===== src/rtl/rv32i_lsu_pkg.sv =====
// Shared definitions for the RV32I load/store unit: funct3 codes, FSM
// encoding, default watchdog depth and the access-size decode helper.
package rv32i_lsu_pkg;

    localparam logic [2:0] LS_B  = 3'b000;
    localparam logic [2:0] LS_H  = 3'b001;
    localparam logic [2:0] LS_W  = 3'b010;
    localparam logic [2:0] LS_BU = 3'b100;
    localparam logic [2:0] LS_HU = 3'b101;

    localparam int DEFAULT_TIMEOUT_CYCLES = 255;

    typedef enum logic [1:0] {
        ST_IDLE = 2'd0,
        ST_REQ  = 2'd1,
        ST_WAIT = 2'd2,
        ST_DONE = 2'd3
    } lsu_state_e;

    typedef enum logic [1:0] {
        SZ_B = 2'd0,
        SZ_H = 2'd1,
        SZ_W = 2'd2
    } lsu_size_e;

    // Unused codes 011/110/111 fall through to a full word access.
    function automatic lsu_size_e size_of(input logic [2:0] funct3);
        lsu_size_e sz;
        case (funct3[1:0])
            2'b00:   sz = SZ_B;
            2'b01:   sz = SZ_H;
            default: sz = SZ_W;
        endcase
        return sz;
    endfunction

endpackage


===== src/rtl/lsu_align.sv =====
// Combinational byte-lane logic: store mask/data placement, load
// extraction with sign/zero extension, and the misalignment check.
module lsu_align
    import rv32i_lsu_pkg::*;
(
    input  logic [1:0]  offset,
    input  logic [2:0]  funct3,
    input  logic [31:0] wdata,
    input  logic [31:0] rdata,
    output logic [3:0]  mask,
    output logic [31:0] lane_wdata,
    output logic [31:0] load_data,
    output logic        misaligned
);

    lsu_size_e   size;
    logic        sign_ext;
    logic [7:0]  byte_val;
    logic [15:0] half_val;

    assign size     = size_of(funct3);
    assign sign_ext = ~funct3[2];
    assign byte_val = 8'(rdata >> {offset, 3'b000});
    assign half_val = 16'(rdata >> {offset[1], 4'b0000});

    // Store side: replicate the datum across lanes and enable only its bytes.
    always_comb begin
        mask       = 4'b1111;
        lane_wdata = wdata;
        case (size)
            SZ_B: begin
                mask       = 4'b0001 << offset;
                lane_wdata = {4{wdata[7:0]}};
            end
            SZ_H: begin
                mask       = 4'b0011 << offset;
                lane_wdata = {2{wdata[15:0]}};
            end
            default: begin
                mask       = 4'b1111;
                lane_wdata = wdata;
            end
        endcase
    end

    // Load side: pick the addressed byte/half and extend it to 32 bits.
    always_comb begin
        load_data = rdata;
        case (size)
            SZ_B:    load_data = {{24{sign_ext & byte_val[7]}}, byte_val};
            SZ_H:    load_data = {{16{sign_ext & half_val[15]}}, half_val};
            default: load_data = rdata;
        endcase
    end

    // Halfwords need even addresses, words need 4-byte alignment.
    always_comb begin
        misaligned = 1'b0;
        case (size)
            SZ_H:    misaligned = offset[0];
            SZ_W:    misaligned = |offset;
            default: misaligned = 1'b0;
        endcase
    end

endmodule


===== src/rtl/lsu_mem_ctrl.sv =====
// Load/store unit: accepts one decoded memory op at a time, drives the
// req/gnt/rvalid data-memory handshake and reports completion with a
// one-cycle o_done pulse. A watchdog aborts accesses stuck in REQ+WAIT.
// TIMEOUT_CYCLES must be at least 2 and fit in CNT_W bits.
module lsu_mem_ctrl
    import rv32i_lsu_pkg::*;
#(
    parameter int TIMEOUT_CYCLES = DEFAULT_TIMEOUT_CYCLES,
    parameter int CNT_W          = 8
) (
    input  logic        i_clk,
    input  logic        i_rst_n,
    input  logic        i_valid,
    output logic        o_ready,
    input  logic        i_mem_read,
    input  logic        i_mem_write,
    input  logic [2:0]  i_funct3,
    input  logic [31:0] i_addr,
    input  logic [31:0] i_wdata,
    output logic        o_dmem_req,
    output logic        o_dmem_wen,
    output logic [31:0] o_dmem_addr,
    output logic [31:0] o_dmem_wdata,
    output logic [3:0]  o_dmem_mask,
    input  logic        i_dmem_gnt,
    input  logic        i_dmem_rvalid,
    input  logic [31:0] i_dmem_rdata,
    output logic        o_done,
    output logic [31:0] o_load_data,
    output logic        o_misaligned,
    output logic        o_fault
);

    // Handshake: a request is taken on a cycle where i_valid && o_ready; the
    // bus request o_dmem_req stays high until a cycle with i_dmem_gnt, and
    // load data is taken on the first i_dmem_rvalid after that grant.

    lsu_state_e       state;
    lsu_state_e       state_next;
    logic [CNT_W-1:0] cnt;
    logic [31:0]      addr_q;
    logic [2:0]       funct3_q;
    logic [31:0]      wdata_q;
    logic             is_load_q;
    logic             is_store_q;
    logic             misaligned_q;
    logic             fault_q;
    logic [31:0]      load_data_q;

    logic             accept;
    logic             op_load;
    logic             op_store;
    logic             expired;
    logic [1:0]       align_offset;
    logic [2:0]       align_funct3;
    logic [3:0]       align_mask;
    logic [31:0]      align_wdata;
    logic [31:0]      align_load;
    logic             align_misaligned;

    assign accept   = i_valid && (state == ST_IDLE);
    assign op_load  = i_mem_read;
    assign op_store = i_mem_write && !i_mem_read;
    assign expired  = (cnt == CNT_W'(TIMEOUT_CYCLES - 1));

    // In IDLE the aligner looks at the incoming op for the misalignment
    // check; afterwards it works from the captured op.
    assign align_offset = (state == ST_IDLE) ? i_addr[1:0] : addr_q[1:0];
    assign align_funct3 = (state == ST_IDLE) ? i_funct3    : funct3_q;

    lsu_align u_align (
        .offset     (align_offset),
        .funct3     (align_funct3),
        .wdata      (wdata_q),
        .rdata      (i_dmem_rdata),
        .mask       (align_mask),
        .lane_wdata (align_wdata),
        .load_data  (align_load),
        .misaligned (align_misaligned)
    );

    // State register.
    always_ff @(posedge i_clk or negedge i_rst_n) begin
        if (!i_rst_n) state <= ST_IDLE;
        else          state <= state_next;
    end

    // Next-state logic; a completing gnt/rvalid beats the watchdog.
    always_comb begin
        state_next = state;
        case (state)
            ST_IDLE: begin
                if (accept) begin
                    if (!(op_load || op_store))  state_next = ST_DONE;
                    else if (align_misaligned)   state_next = ST_DONE;
                    else                         state_next = ST_REQ;
                end
            end
            ST_REQ: begin
                if (i_dmem_gnt)   state_next = is_store_q ? ST_DONE : ST_WAIT;
                else if (expired) state_next = ST_DONE;
            end
            ST_WAIT: begin
                if (i_dmem_rvalid) state_next = ST_DONE;
                else if (expired)  state_next = ST_DONE;
            end
            default: state_next = ST_IDLE;
        endcase
    end

    // Outputs decoded from state; bus fields are zero outside REQ.
    always_comb begin
        o_ready      = (state == ST_IDLE);
        o_done       = (state == ST_DONE);
        o_dmem_req   = 1'b0;
        o_dmem_wen   = 1'b0;
        o_dmem_addr  = 32'h0;
        o_dmem_wdata = 32'h0;
        o_dmem_mask  = 4'h0;
        if (state == ST_REQ) begin
            o_dmem_req   = 1'b1;
            o_dmem_wen   = is_store_q;
            o_dmem_addr  = {addr_q[31:2], 2'b00};
            o_dmem_wdata = align_wdata;
            o_dmem_mask  = align_mask;
        end
    end

    // Capture the op on accept so bus fields stay stable while in flight.
    always_ff @(posedge i_clk or negedge i_rst_n) begin
        if (!i_rst_n) begin
            addr_q     <= 32'h0;
            funct3_q   <= 3'b000;
            wdata_q    <= 32'h0;
            is_load_q  <= 1'b0;
            is_store_q <= 1'b0;
        end else if (accept) begin
            addr_q     <= i_addr;
            funct3_q   <= i_funct3;
            wdata_q    <= i_wdata;
            is_load_q  <= op_load;
            is_store_q <= op_store;
        end
    end

    // Watchdog: restarts on accept, counts every REQ/WAIT cycle.
    always_ff @(posedge i_clk or negedge i_rst_n) begin
        if (!i_rst_n)
            cnt <= '0;
        else if (accept)
            cnt <= '0;
        else if (state == ST_REQ || state == ST_WAIT)
            cnt <= cnt + 1'b1;
    end

    // Result flags: cleared on accept, set only on the way into DONE.
    always_ff @(posedge i_clk or negedge i_rst_n) begin
        if (!i_rst_n) begin
            misaligned_q <= 1'b0;
            fault_q      <= 1'b0;
            load_data_q  <= 32'h0;
        end else begin
            case (state)
                ST_IDLE: begin
                    if (accept) begin
                        misaligned_q <= align_misaligned && (op_load || op_store);
                        fault_q      <= 1'b0;
                        load_data_q  <= 32'h0;
                    end
                end
                ST_REQ: begin
                    if (!i_dmem_gnt && expired) fault_q <= 1'b1;
                end
                ST_WAIT: begin
                    if (i_dmem_rvalid)  load_data_q <= is_load_q ? align_load : 32'h0;
                    else if (expired)   fault_q     <= 1'b1;
                end
                default: ;
            endcase
        end
    end

    assign o_misaligned = misaligned_q;
    assign o_fault      = fault_q;
    assign o_load_data  = load_data_q;

endmodule


===== config.mk =====
export PLATFORM = sky130hd
export DESIGN_NAME = lsu_mem_ctrl
export DESIGN_NICKNAME = d
export VERILOG_FILES = /design/src/rtl/rv32i_lsu_pkg.sv /design/src/rtl/lsu_align.sv /design/src/rtl/lsu_mem_ctrl.sv
export SDC_FILE = /design/constraint.sdc
export NUM_CORES = 1
export LEC_CHECK = 0
export CORE_ASPECT_RATIO = 0.7
export CORE_MARGIN = 4
export CORE_UTILIZATION = 40
export CTS_CLUSTER_SIZE = 20
export DETAILED_ROUTE_END_ITERATION = 12
export MAX_ROUTING_LAYER = met4
export PLACE_DENSITY = 0.72
export SLEW_MARGIN = 20
export SYNTH_ARGS = -nofsm -noshare
export SYNTH_HDL_FRONTEND = slang
export SYNTH_SLANG_ARGS = --single-unit
export TNS_END_PERCENT = 50

===== constraint.sdc =====
create_clock -name i_clk -period 2.7 [get_ports i_clk]
set_clock_uncertainty 0.15 [all_clocks]
set_input_delay 0.675 -clock i_clk [delete_from_list [all_inputs] [get_ports i_clk]]
set_output_delay 0.675 -clock i_clk [all_outputs]
set_load 0.02 [all_outputs]

======== Word-level counts from Yosys, hierarchy flattened ========
Index checks and enable logic that the tools add are counted.
storage, ports and cells
  flip-flop bits (word level) ............. 113
  output and inout port bits .............. 106
  bits of input ports ..................... 106
  logic and storage cells ................. 79
cells by class
  shift-type cells ........................ 4
  muxes and demuxes ....................... 31
  add/subtract/negate cells ............... 1
  equal/unequal tests ..................... 12
  reductions and logical operators ........ 18
  bitwise logic cells ..................... 3
operator list
  cell                   number
  $pmux W32 S2           3
  $mux W32               5
  $shr A32 B5 Y16        1
  $shr A32 B5 Y8         1
  $mux W8                2
  $mux W2                7
  $add A8 B1 Y8 const B  1
  $eq A8 B8 Y1 const B   1
  $pmux W4 S2            1
  $mux W1                7
  $eq A2 B1 Y1 const B   3
  $eq A2 B2 Y1 const B   3
  $logic_not A2 Y1       3
  $ne A2 B2 Y1 const B   3
  $pmux W2 S3            1
  $reduce_and A5 Y1      1
  $logic_and A1 B1 Y1    4
  $mux W4                1
  $ne A2 B1 Y1 const B   2
  $pmux W2 S2            1
  $reduce_bool A2 Y1     2
  $shl A1 B2 Y4 const A  1
  $shl A2 B2 Y4 const A  1
  $mux W3                1
  other kinds (10)       13

======== Depth between registers and ports, before layout ========
  depth after elaboration ................. 10
  gate-level depth with buffers ........... 10
  gate-level depth less buffers ........... 7

======== Modules after synthesis ========
A second synthesis with hierarchy kept.
unflattened totals
  cell total of the unflattened synthesis .. 772
  area total of the unflattened synthesis .. 6,319.8 µm²
by module, submodules not included
  module        seq. area each (µm²)  area an instance (µm²)  instances  cells an instance
  lsu_mem_ctrl  2,827.7               5,107.4                 1          596
  lsu_align     0.0                   1,212.4                 1          176

======== Worst setup path before layout ========
OpenSTA, ideal clock, no wires.
  kind .................................... register to output
  start point ............................. reg state[1]
  end point ............................... out o_dmem_wdata[21]
  slack ................................... -0.504 ns
  cell stages (with the launch flop) ...... 8
  arrival time ............................ 2.379 ns
  required time ........................... 1.875 ns
  path buffers ............................ 2
  cell sequence ........................... dfrtp_1 > inv_1 > ha_1 > buf_6 > mux2i_1 > clkbuf_1 > nand2_1 > a21boi_0
on the way
  word-level cells in the longest chain between the ends .. 7
  elaborated cells on any way between the ends .. 10
  classes of those cells .................. eq/ne (3); mux (4); reduce/logical (3)
RTL lines
  what                                                     RTL line             RTL
  from (decl)                                              lsu_mem_ctrl.sv:38   lsu_state_e state;
  from (signal assigned)                                   lsu_mem_ctrl.sv:85   else state <= state_next;
  $logic_not A2 Y1 (*)                                     --
  net o_ready                                              lsu_mem_ctrl.sv:14   output logic o_ready,
  $mux W3 (*)                                              lsu_mem_ctrl.sv:69   assign align_funct3 = (state == ST_IDLE) ? i_funct3 : funct3_q;
  $eq A2 B1 Y1 / $logic_not A2 Y1 (equally long branches)  rv32i_lsu_pkg.sv:29  case (funct3[1:0])
  $pmux W2 S2 (*)                                          rv32i_lsu_pkg.sv:29
  $eq A2 B1 Y1 / $logic_not A2 Y1 (equally long branches)  lsu_align.sv:30      case (size)
  $pmux W32 S2 (*)                                         lsu_align.sv:30
  $mux W32 (*)                                             lsu_mem_ctrl.sv:120  if (state == ST_REQ) begin
  to (decl)                                                lsu_mem_ctrl.sv:23   output logic [31:0] o_dmem_wdata,
The timed path passes the listed nets; every way through them passes the cells marked *.

======== Worst setup path after layout ========
  start point ............................. reg state[0]
  end point ............................... out o_dmem_wdata[22]
on the way
  word-level cells in the longest chain between the ends .. 7
  elaborated cells on any way between the ends .. 10
  classes of those cells .................. eq/ne (3); mux (4); reduce/logical (3)
RTL lines
  what                                                     RTL line
  $logic_not A2 Y1                                         lsu_mem_ctrl.sv:69
  $mux W3                                                  lsu_mem_ctrl.sv:69
  $eq A2 B1 Y1 / $logic_not A2 Y1 (equally long branches)  rv32i_lsu_pkg.sv:29
  $pmux W2 S2                                              rv32i_lsu_pkg.sv:29
  $eq A2 B1 Y1 / $logic_not A2 Y1 (equally long branches)  lsu_align.sv:30
  $pmux W32 S2                                             lsu_align.sv:30
  $mux W32 (*)                                             lsu_mem_ctrl.sv:120
Mark *: on every way between the ends. The rest lies on a longest branch, timed or not.

==> results.py <==
metrics = {
    "pwr": {
        "pwr-share-comb_pct": 57.0,
        "clockPowerShare_pct": 18.9,
        "ir_drop_uv": 761.5,
        "switchingPower_uw": 5037,
        "switching_share_pct": 42.00,
        "seq_power_share_pct": 24.1,
        "p_per_area_nw_per_um2": 1258,
        "p_leak_uw": 0.004635,
        "p_int_uw": 6956,
    },
    "die": {
        "rows": 37,
        "initial_core_util_pct": 40.94,
        "die_w_um": 154.7,
        "io_pins": 212,
        "fp.coreArea_um2": 14720,
        "die_h_um": 110.7,
        "die_area_um2": 17130,
    },
    "detailed_routing": {
        "wire_per_inst_um": 17.25,
        "routed_wl_um": 20190,
        "dr.pass1.iters": 5,
        "drtIter0Drc": 336,
        "viasPerCell": 5.054,
        "drc": 0,
        "ant_nets": 0,
        "vias": 5913,
    },
    "setup_path": {
        "crit_type": "reg -> out",
        "worstPathCellList": "inv_2 -> ha_4 -> buf_6 -> buf_6 -> mux2i_4 -> buf_6 -> buf_12 -> nand2_4 -> a21boi_2 -> buf_4",
        "crit_top_cell": "buf_6",
        "cp.arrival_ps": 2200,
        "critPathSlowestCell": "dfrtp_1",
        "timing.rr.start": "state[0]$_DFFE_PN0P_",
        "regToRegEndpoint": "o_load_data[9]$_DFFE_PN0P_",
        "reg2regPathDepth": 13,
        "cp_max_fo": 7,
        "rrSetupSlack_ps": 120,
        "cp.required_ps": 1880,
        "worst_setup_path_start_kind": "flip-flop",
        "crit_start": "state[0]$_DFFE_PN0P_",
        "cpPeakStageDelay_ps": 380,
        "cp-end-kind": "output pin",
    },
    "place": {
        "port_buffers": 209,
        "place_congestion": 0.8444,
        "dpl_cell_area_um2": 8666,
        "dp_hpwl_um": 12990,
    },
    "hold_path": {
        "hold_path_class": "in -> async",
    },
    "yosys": {
        "synth-async-reset-ratio_pct": 100.0,
        "avgSynthCellArea_um2": 8.489,
        "synth_edf_count": 0,
        "synth_cells": 710,
        "yosysUniqueCellTypes": 51,
        "yosysTopAreaCell": "dfrtp_1",
        "synth.top_cell.area_share_pct": 46.92,
        "synth.area.top_cells": "dfrtp_1 47%, nand2_1 17%, o21ai_0 4.8%",
        "synthFlopType": "dfrtp_1",
        "synth-seq-cells": 113,
        "ys_seq_area_share_pct": 46.92,
        "netlist_area_um2": 6027,
        "yosys_warnings": 0,
    },
    "clock_tree": {
        "clk_pin_slew_ps": 60,
        "cts_buffer_depth": 2,
        "numCtsBuffers": 17,
        "ctsHoldBuffers": 0,
        "clk_latency_ps": 420,
        "htreeDepth": 4,
        "cts_tree": "yes",
        "cts.sinks": 113,
        "root_buffer": "clkbuf_16",
    },
    "timing": {
        "setup_viol": 28,
        "postLayoutSetupSlackWorst_ps": -322.0,
        "holdWs_ps": 121.6,
        "rsz0062_at_grt": "yes",
        "fmax_ghz": 0.3309,
        "fin_crit_ps": 3022,
        "relSlewSlack_pct": 53.01,
        "fin_crit_sh_pct": 111.9,
        "slew_violations": 0,
        "worst_pin_slew_ps": 704.9,
        "hold_violations": 0,
    },
    "cells_and_area": {
        "layout_common_cells": "256 x nand2_1, 136 x clkdlybuf4s50_1, 113 x dfrtp_1, 57 x o21ai_0, 55 x buf_4",
        "stdcell_area_um2": 9537,
        "drive_above_1_share_pct": 23.51,
        "final_common_cell": "nand2_1",
        "nNetsFinal": 1074,
        "synthToLayoutAreaGrowth_pct": 58.23,
    },
    "run_status": {
        "status": "finished with violations",
        "violations": "setup timing",
    },
    "grt": {
        "grt_pass1_wl_um": 32120,
        "grt_max_degree": 114,
        "grt_usage_pct": 24.19,
        "grt_overflow": 0,
        "grt_antenna_before_repair": 1,
        "first_global_vias": 5931,
    },
    "flow_run": {
        "maxCapViolCount": 0,
    },
}
-- flip-flops by register name, indices dropped and copies added (netlist names), 2 cells and up --
signal	flops
funct3_q	3
state	2
o_load_data	32
cnt	8
wdata_q	32
addr_q	32
-- final cells by class --
| type | count | area [um^2] |
|---|---|---|
| diodes | 1 | 2.502 |
| repair buffers | 275 | 2650 |
| flip-flops and latches | 113 | 2828 |
| clock inverters | 14 | 158.9 |
| fillers | 1276 | 5185 |
| multi-input cells | 545 | 3181 |
| clock buffers | 18 | 439.2 |
| inverters | 9 | 33.78 |
| well taps | 195 | 244.0 |
-- critical path: cells and delay by family (launching register included) --
family / cells / cell delay (ps)
adders and majority gates: 1 / 180
muxes: 1 / 270
and+or+nand+nor: 1 / 50
buffers and inverters: 6 / 750
DFF: 1 / 380
AOI/OAI and AO/OA: 1 / 150
-- what timing repair did --
item	CTS	global route
pin swaps	9	11
setup endpoints to repair	69	75
gates cloned	7	0
setup buffers	13	3
endpoints found under the hold margin	0	0
resized for setup	293	64
-- through the flow --
step	power (uW)	instances	TNS [ps]	util, %	setup WS (ps)
6_report	11990	1170	-7193	64.78	-322.0
2_1_floorplan	6308	711	-330.5	-	-19.99
3_5_place_dp	8910	1114	-21610	58.86	-732.3
4_1_cts	11940	1166	-6656	65.39	-294.3
3_3_place_gp	8829	1114	-21350	58.86	-692.3
5_1_grt	12730	1170	-10230	64.78	-428.1
-- power by group through the flow --
| stage | logic, uW | registers [uW] | clock network, uW |
|---|---|---|---|
| 2_1_floorplan | 3410 | 2900 | 0 |
| 3_3_place_gp | 5980 | 2850 | 0 |
| 3_5_place_dp | 6050 | 2860 | 0 |
| 4_1_cts | 6770 | 2870 | 2300 |
| 5_1_grt | 7370 | 2980 | 2390 |
| 6_report | 6830 | 2890 | 2270 |
-- cells in the mapped netlist (8+ instances only) --
cell,count
nand2_1,269
dfrtp_1,113
o21ai_0,58
and2_1,40
clkbuf_1,29
mux2i_1,28
a21oi_1,19
nor2_1,18
buf_2,12
nor2b_1,10
o21ai_2,10
a21boi_0,9
inv_1,9
o21ai_1,9
o211a_1,8
-- cells by family (layout without fill, tap and decap cells) --
logic type,count (synthesis),in the layout,synth area share (%)
xor gates and xnor gates,6,6,0.8719
and+or+nand+nor,356,356,25.14
other,1,3,0.06222
buffers and inverters,54,316,3.986
adders and majority gates,7,7,1.453
muxes,34,35,6.332
AOI/OAI and AO/OA,139,139,15.24
DFF,113,113,46.92
-- per-layer routing --
metal | GRT usage [%] | up-vias | part of all wire (%) | wire length (um)
li1 | - | 2858 | - | -
met2 | 36.28 | 225 | 46 | 9229
met3 | 7.569 | 18 | 8.3 | 1676
met5 | - | - | 0 | 0
met1 | 32.77 | 2812 | 45 | 9099
met4 | 4.529 | 0 | 0.90 | 182
-- worst max-delay path by stage --
stage	to	slack, ps	cells after the start
finish	o_dmem_wdata[22]	-320	10
global route	o_dmem_wdata[19]	-430	10
CTS	o_dmem_wdata[22]	-290	10
detailed placement	o_dmem_wdata[12]	-730	7
global placement	o_dmem_wdata[12]	-690	7
floorplan	o_dmem_wdata[10]	-20	8
No activity file was read; power rests on OpenSTA's default activity.
